===== src/rtl/hilo_muldiv_ctrl.sv =====
// ---------------------------------------------------------------------------
// hilo_muldiv_ctrl
//   Multi-cycle multiply/divide unit with the HI/LO register pair for a
//   MIPS-style EX stage. A multiply takes one extra cycle. A divide runs a
//   32-step restoring division. Either one finishes with a DONE cycle that
//   writes HI/LO. MTHI/MTLO write HI/LO directly from IDLE without stalling.
//
// Ports
//   clk          : sole clock, rising edge
//   rst          : synchronous active-high reset
//   alu_control  : EX-stage operation code (mult/div/mthi/mtlo; others ignored)
//   valid        : EX instruction is live (held with stable operands while stalled)
//   flush        : EX is annulled; abandons any operation in flight
//   src_a, src_b : rs / rt operands
//   stall_req    : hold IF..EX this cycle (combinational)
//   hi_out       : HI register contents
//   lo_out       : LO register contents
//   busy         : unit is in a state other than IDLE
// ---------------------------------------------------------------------------
module hilo_muldiv_ctrl (
  input  logic        clk,
  input  logic        rst,
  input  logic [4:0]  alu_control,
  input  logic        valid,
  input  logic        flush,
  input  logic [31:0] src_a,
  input  logic [31:0] src_b,
  output logic        stall_req,
  output logic [31:0] hi_out,
  output logic [31:0] lo_out,
  output logic        busy
);

  // Operation codes shared with the ALU decoder.
  localparam logic [4:0] ALU_SIGNED_MULT   = 5'h0C;
  localparam logic [4:0] ALU_UNSIGNED_MULT = 5'h0D;
  localparam logic [4:0] ALU_SIGNED_DIV    = 5'h0E;
  localparam logic [4:0] ALU_UNSIGNED_DIV  = 5'h0F;
  localparam logic [4:0] ALU_MTHI          = 5'h10;
  localparam logic [4:0] ALU_MTLO          = 5'h11;

  localparam logic [1:0] S_IDLE = 2'd0;
  localparam logic [1:0] S_MUL  = 2'd1;
  localparam logic [1:0] S_DIV  = 2'd2;
  localparam logic [1:0] S_DONE = 2'd3;

  logic [1:0]  state;
  // acc holds the 64-bit product for a multiply. For a divide it is the
  // {partial remainder, dividend/quotient} shift register.
  logic [63:0] acc;
  logic [31:0] divisor;
  logic [5:0]  count;
  logic        op_div;
  logic        neg_q;
  logic        neg_r;

  logic        is_mult;
  logic        is_div;
  logic        op_signed;
  logic        accept;
  logic [63:0] ext_a;
  logic [63:0] ext_b;
  logic [63:0] product;
  logic [31:0] abs_a;
  logic [31:0] abs_b;
  logic [63:0] shifted;
  logic [32:0] trial;
  logic [63:0] div_next;
  logic [31:0] quot_fix;
  logic [31:0] rem_fix;

  // NOTE: every signal assigned in an always_comb gets a default first, so no
  // path can leave it unassigned and infer a latch.
  always_comb begin
    is_mult   = (alu_control == ALU_SIGNED_MULT) || (alu_control == ALU_UNSIGNED_MULT);
    is_div    = (alu_control == ALU_SIGNED_DIV)  || (alu_control == ALU_UNSIGNED_DIV);
    op_signed = (alu_control == ALU_SIGNED_MULT) || (alu_control == ALU_SIGNED_DIV);
    accept    = (state == S_IDLE) && valid && !flush && (is_mult || is_div);

    // Signed mult sign-extends both operands. Unsigned mult zero-extends them.
    // The low 64 bits of the 64x64 product are then correct in both cases.
    ext_a   = op_signed ? {{32{src_a[31]}}, src_a} : {32'b0, src_a};
    ext_b   = op_signed ? {{32{src_b[31]}}, src_b} : {32'b0, src_b};
    product = ext_a * ext_b;

    abs_a = (op_signed && src_a[31]) ? -src_a : src_a;
    abs_b = (op_signed && src_b[31]) ? -src_b : src_b;

    // One restoring step: shift left, then try to subtract the divisor from
    // the upper 33 bits. Bit 32 of the trial difference set means a borrow,
    // so the shifted value is kept unchanged.
    shifted  = {acc[62:0], 1'b0};
    trial    = acc[63:31] - {1'b0, divisor};
    div_next = trial[32] ? shifted : {trial[31:0], acc[30:0], 1'b1};

    // Division by zero naturally yields quotient all-ones and remainder |a|.
    // neg_q is kept clear in that case, so LO stays all-ones. The remainder
    // sign fix-up turns |a| back into the original a.
    quot_fix = neg_q ? -acc[31:0]  : acc[31:0];
    rem_fix  = neg_r ? -acc[63:32] : acc[63:32];

    // Reset and flush both force the stall low in the same cycle.
    stall_req = !rst && !flush && (accept || (state == S_MUL) || (state == S_DIV));
    busy      = !rst && (state != S_IDLE);
  end

  // NOTE: state is updated with non-blocking assignments only. All registers
  // read this edge's old values, whatever order the statements are in.
  always_ff @(posedge clk) begin
    // NOTE: every register here is a flop, not a memory array, so each one
    // goes through reset and the unit comes up in a fully known state.
    if (rst) begin
      state   <= S_IDLE;
      acc     <= '0;
      divisor <= '0;
      count   <= '0;
      op_div  <= 1'b0;
      neg_q   <= 1'b0;
      neg_r   <= 1'b0;
      hi_out  <= '0;
      lo_out  <= '0;
    end else if (flush) begin
      state <= S_IDLE;
    end else begin
      case (state)
        S_IDLE: begin
          if (accept && is_mult) begin
            acc    <= product;
            op_div <= 1'b0;
            state  <= S_MUL;
          end else if (accept) begin
            acc     <= {32'b0, abs_a};
            divisor <= abs_b;
            count   <= 6'd32;
            op_div  <= 1'b1;
            neg_q   <= op_signed && (src_a[31] ^ src_b[31]) && (src_b != 32'b0);
            neg_r   <= op_signed && src_a[31];
            state   <= S_DIV;
          end else if (valid && (alu_control == ALU_MTHI)) begin
            hi_out <= src_a;
          end else if (valid && (alu_control == ALU_MTLO)) begin
            lo_out <= src_a;
          end
        end
        S_MUL: state <= S_DONE;
        S_DIV: begin
          acc   <= div_next;
          count <= count - 6'd1;
          if (count == 6'd1) state <= S_DONE;
        end
        default: begin  // S_DONE
          if (op_div) begin
            hi_out <= rem_fix;
            lo_out <= quot_fix;
          end else begin
            hi_out <= acc[63:32];
            lo_out <= acc[31:0];
          end
          state <= S_IDLE;
        end
      endcase
    end
  end

endmodule


===== config.mk =====
export PLATFORM = sky130hd
export DESIGN_NAME = hilo_muldiv_ctrl
export DESIGN_NICKNAME = d
export VERILOG_FILES = /design/src/rtl/hilo_muldiv_ctrl.sv
export SDC_FILE = /design/constraint.sdc
export NUM_CORES = 2
export LEC_CHECK = 0
export ABC_AREA = 1
export BUFFER_PORTS_ARGS = -buffer_cell sky130_fd_sc_hd__buf_2
export CAP_MARGIN = 40
export CORE_MARGIN = 2
export CORE_UTILIZATION = 25
export CTS_BUF_LIST = sky130_fd_sc_hd__clkbuf_4
export CTS_CLUSTER_SIZE = 40
export DETAILED_ROUTE_END_ITERATION = 10
export HOLD_SLACK_MARGIN = 0.05
export PLACE_DENSITY = 0.41
export SYNTH_ARGS = -nofsm -noshare
export SYNTH_HDL_FRONTEND = slang
export SYNTH_SLANG_ARGS = --single-unit

===== constraint.sdc =====
create_clock -name clk -period 12.21 [get_ports clk]
set_clock_uncertainty 0.2 [all_clocks]
set_input_delay 1.221 -clock clk [delete_from_list [all_inputs] [get_ports clk]]
set_output_delay 1.221 -clock clk [all_outputs]
set_load 0.01 [all_outputs]

### Word-level counts from Yosys, hierarchy flattened

Cells that the tools add are included.

* word-level logic and storage cells: 102
* register bits after elaboration: 171
* bits of input ports: 73

* add/sub/neg operators: 6
* reductions and logical operators: 35
* bitwise logic cells: 4
* $mul: 1
* eq/ne operators: 17
* mux-type cells: 30

Operators with widths (number)
* 32-bit two-way mux: 13
* 64-bit two-way mux: 5
* 32-bit negator: 4
* 32-bit case mux with 2 select lines: 2
* 64-bit case mux with 2 select lines: 1
* 64-bit by 64-bit multiplier with 64-bit output: 1
* 33-bit by 32-bit subtractor with 33-bit output: 1
* 32-bit nonzero test: 1
* 5-bit by 4-bit == test with 1-bit output, second input constant: 4
* 1-bit logical AND: 13
* 6-bit two-way mux: 2
* 6-bit case mux with 2 select lines: 1
* 5-bit == test, second input constant: 2
* 2-bit inequality test, second input constant: 4
* 4-bit AND reduction: 2
* 6-bit by 1-bit == test with 1-bit output, second input constant: 1
* 1-bit logical OR: 6
* 2-bit two-way mux: 3
* 2-bit by 1-bit inequality test with 1-bit output, second input constant: 3
* 2-bit case mux with 3 select lines: 1
* 3-bit AND reduction: 2
* 6-bit AND reduction: 1
* 2-bit nonzero test: 3
* 6-bit by 1-bit subtractor with 6-bit output, second input constant: 1
* other kinds (11): 16

### Depth between registers and ports, before layout

* depth after elaboration: 7
* depth in mapped cells: 44
* gate-level depth less buffers: 44

### Least setup slack after synthesis

No wires, ideal clock.

* kind: input -> register
* start point: input port alu_control[2]
* end point: register acc[63]
* path slack: 2074 ps
* data arrival time: 9817 ps
* cell stages on the path: 34
* library setup time: 119 ps
* cell sequence: nand2_1 nor2_4 nand2_2 clkbuf_1 buf_1 nor2_1 fa_1 inv_1 fa_1 inv_1 fa_1 inv_1 fa_1 inv_1 fa_1 fa_1 fa_1 inv_1 fa_1 inv_1 fa_1 inv_1 fa_1 inv_1 ha_1 nand2_1 nor3_1 nand2_1 nor4_1 nand2_1 nand2_1 nand3_1 nand3_1 a21oi_1

* longest elaborated chain between the ends: 7
* elaborated cells on any way between the ends: 17

Ends and longest elaborated chain
* start, declared: RTL line 23 `input logic [4:0] alu_control,`
* parallel branches: the longest is 7 deep, another holds 64-bit by 64-bit multiplier with 64-bit output
* end signal, assigned: RTL line 128 `acc <= product;`
* end signal, assigned: RTL line 132 `acc <= {32'b0, abs_a};`
* end signal, assigned: RTL line 147 `acc <= div_next;`
* end, declared: RTL line 50 `logic [63:0] acc;`

Several ways; the timed one is not identified.
A chain may end at the register's enable or synchronous reset.

### Final worst setup path

* start point: input port alu_control[3]
* end point: register acc[53]

Same word-level chain as after synthesis.

==> flow_summary.json <==
{
  "crit_slowest_cell": "fa_1",
  "grt_max_degree": 67,
  "max_freq_mhz": 91.4,
  "r2r_slack_ps": 7860,
  "wl_per_cell_um": 22.9,
  "yosysTopAreaCell": "fa_1",
  "crit_type": "in -> reg",
  "viasPerCell": 4.49,
  "yosys.area.top_type_share_pct": 45.9,
  "synth_ff_type": "dfxtp_1",
  "ys_top_cells_by_area": "fa_1, inv_1, nand2_1",
  "clock_path_buffers": 2,
  "gp_congestion": 0.974,
  "ant_nets": 0,
  "synth_warnings": 0,
  "clk_pin_slew_ps": 170,
  "syn2layout_area_growth_pct": 9.10,
  "path_max_fanout": 11,
  "slew_violations": 0,
  "post-cts-setup-buffer-count": 0,
  "end_kind": "flop",
  "grt_overflow": 0,
  "setup-violations-final": 0,
  "synth-edff-count": 0,
  "io_pins": 139,
  "drt-pass1-iter-count": 6,
  "hold_class": "reg -> reg",
  "synth_cell_types": 59,
  "ctsHoldBuffers": 0,
  "die_y_um": 502,
  "drc": 0,
  "yosysSeqAreaShare_pct": 5.52,
  "drt_wl_total_um": 261000,
  "cpPeakStageDelay_ps": 790,
  "insertion_delay_ps": 790,
  "cpMostUsedCell": "fa_1",
  "syn_inst": 8033,
  "h-tree-depth": 4,
  "cts_buffers": 17,
  "cp.arrival_ps": 11480,
  "cts_resized": 0,
  "dp_hpwl_um": 225000,
  "coreArea_um2": 246000,
  "ctsRootBufferMaster": "clkbuf_4",
  "drt_iter0_drc": 3762,
  "finish.net_count": 9868,
  "num_vias": 51000,
  "maxCapViolCount": 0,
  "period_share_pct": 89.6,
  "max-slew-margin-rel_pct": 37.6,
  "die-area_um2": 252000,
  "grt_first_pass_wirelength_um": 385000,
  "syn_avg_cell_area_um2": 7.72,
  "cp-start-kind": "input port",
  "setup_tns_ps": 0,
  "synth_common_cells": "inv_1, nand2_1, fa_1",
  "antenna_found_initial": 16,
  "synth_most_common_cell": "inv_1",
  "async_flop_share_pct": 0,
  "ys_ff_latch": 171,
  "drive_gt1_share_pct": 5.95,
  "grt_pass1_vias": 54400,
  "rsz0062_at_grt": "false",
  "netlist_area_um2": 62000,
  "status": "completed",
  "clock_sinks": 171,
  "required_ps": 12740,
  "synth_nets": 9877,
  "start_util_pct": 25.2,
  "fp.dieW_um": 502,
  "row_count": 182,
  "cts_tree": "yes",
  "grt_usage_pct": 20.9,
  "hold_viol": 0,
  "worst_pin_slew_ps": 928,
  "finalCriticalPeriod_ps": 10940,
  "portBuffers": 138
}
sequential cells by signal, indices dropped and copies added, names as in the netlist:
name	flops
neg_r	1
op_div	1
divisor	32
acc	64
neg_q	1
hi_out	32
count	6
state	2
lo_out	32
path summary, 6_finish.rpt:
kind / from / to / cells past startpoint
worst max-delay path: alu_control[3] / acc[53]$_SDFFE_PP0P_ / 34
worst min-delay path: acc[30]$_SDFFE_PP0P_ / acc[30]$_SDFFE_PP0P_ / 2
worst max register to register: state[0]$_SDFFE_PN0P_ / acc[32]$_SDFFE_PP0P_ / 14
worst min register to register: acc[30]$_SDFFE_PP0P_ / acc[30]$_SDFFE_PP0P_ / 2
stage by stage:
step	util [%]	instance area (um2)	instances	hold WS, ps	worst slack (ps)
floorplan	-	62000	8033	245	2070
global placement	27.1	66700	11300	255	364
detailed placement	27.3	67300	11300	261	367
CTS	27.5	67600	11300	284	1220
global route	27.5	67600	11400	310	928
finish	27.5	67600	11400	283	1270
worst max-delay path, delay by kind of cell:
| kind | cells | cell delay [ps] |
|---|---|---|
| fa+ha+maj | 11 | 6070 |
| compound gates | 4 | 1420 |
| simple gates | 9 | 1410 |
| buf+inv | 10 | 1320 |
routing by layer:
metal	routed length, um	vias up	global-route usage, %
met5	34	-	0
met4	3160	4	2.51
met1	119000	26300	28.7
li1	-	23300	-
met2	128000	1206	36.8
met3	10300	143	1.65
final cells by class:
cell class	count	area (um2)
well taps	3312	4140
diodes	11	27.5
repair buffers	334	2600
multi-input cells	5188	48500
clock inverters	13	155
flip-flops and latches	171	3420
clock buffers	18	135
fillers	27100	179000
inverters	2312	8680
layout by cell type, fill, tap and decap left out, types with 12 or more instances in the layout:
cell type	synthesis	layout
or2_2	27	27
a31oi_1	75	75
nor2_1	374	373
buf_12	0	32
xnor2_1	26	26
inv_1	2298	2298
a21o_1	17	17
nand4_1	23	23
a21oi_1	314	314
ha_1	351	349
o211ai_1	36	36
fa_1	1420	1420
nand3b_1	25	25
nand3_1	215	215
o221ai_1	13	13
xor2_1	50	50
nor3_1	45	45
o21ai_0	308	308
o21ai_1	17	17
nor4_1	12	12
inv_2	11	12
buf_4	6	160
clkbuf_4	0	18
nand2_1	1717	1717
nor3_2	13	12
dfxtp_1	171	171
buf_2	20	140
cells by family after synthesis:
group | Yosys count | share of synthesized area [%]
buf+inv | 2674 | 16.3
simple gates | 2504 | 16.6
fa+ha+maj | 1771 | 52.9
compound gates | 837 | 7.52
flops | 171 | 5.52
xor+xnor | 76 | 1.07
Power is not shown: default switching activity piles up to over one toggle a cycle in this logic, so the estimate is an artifact.
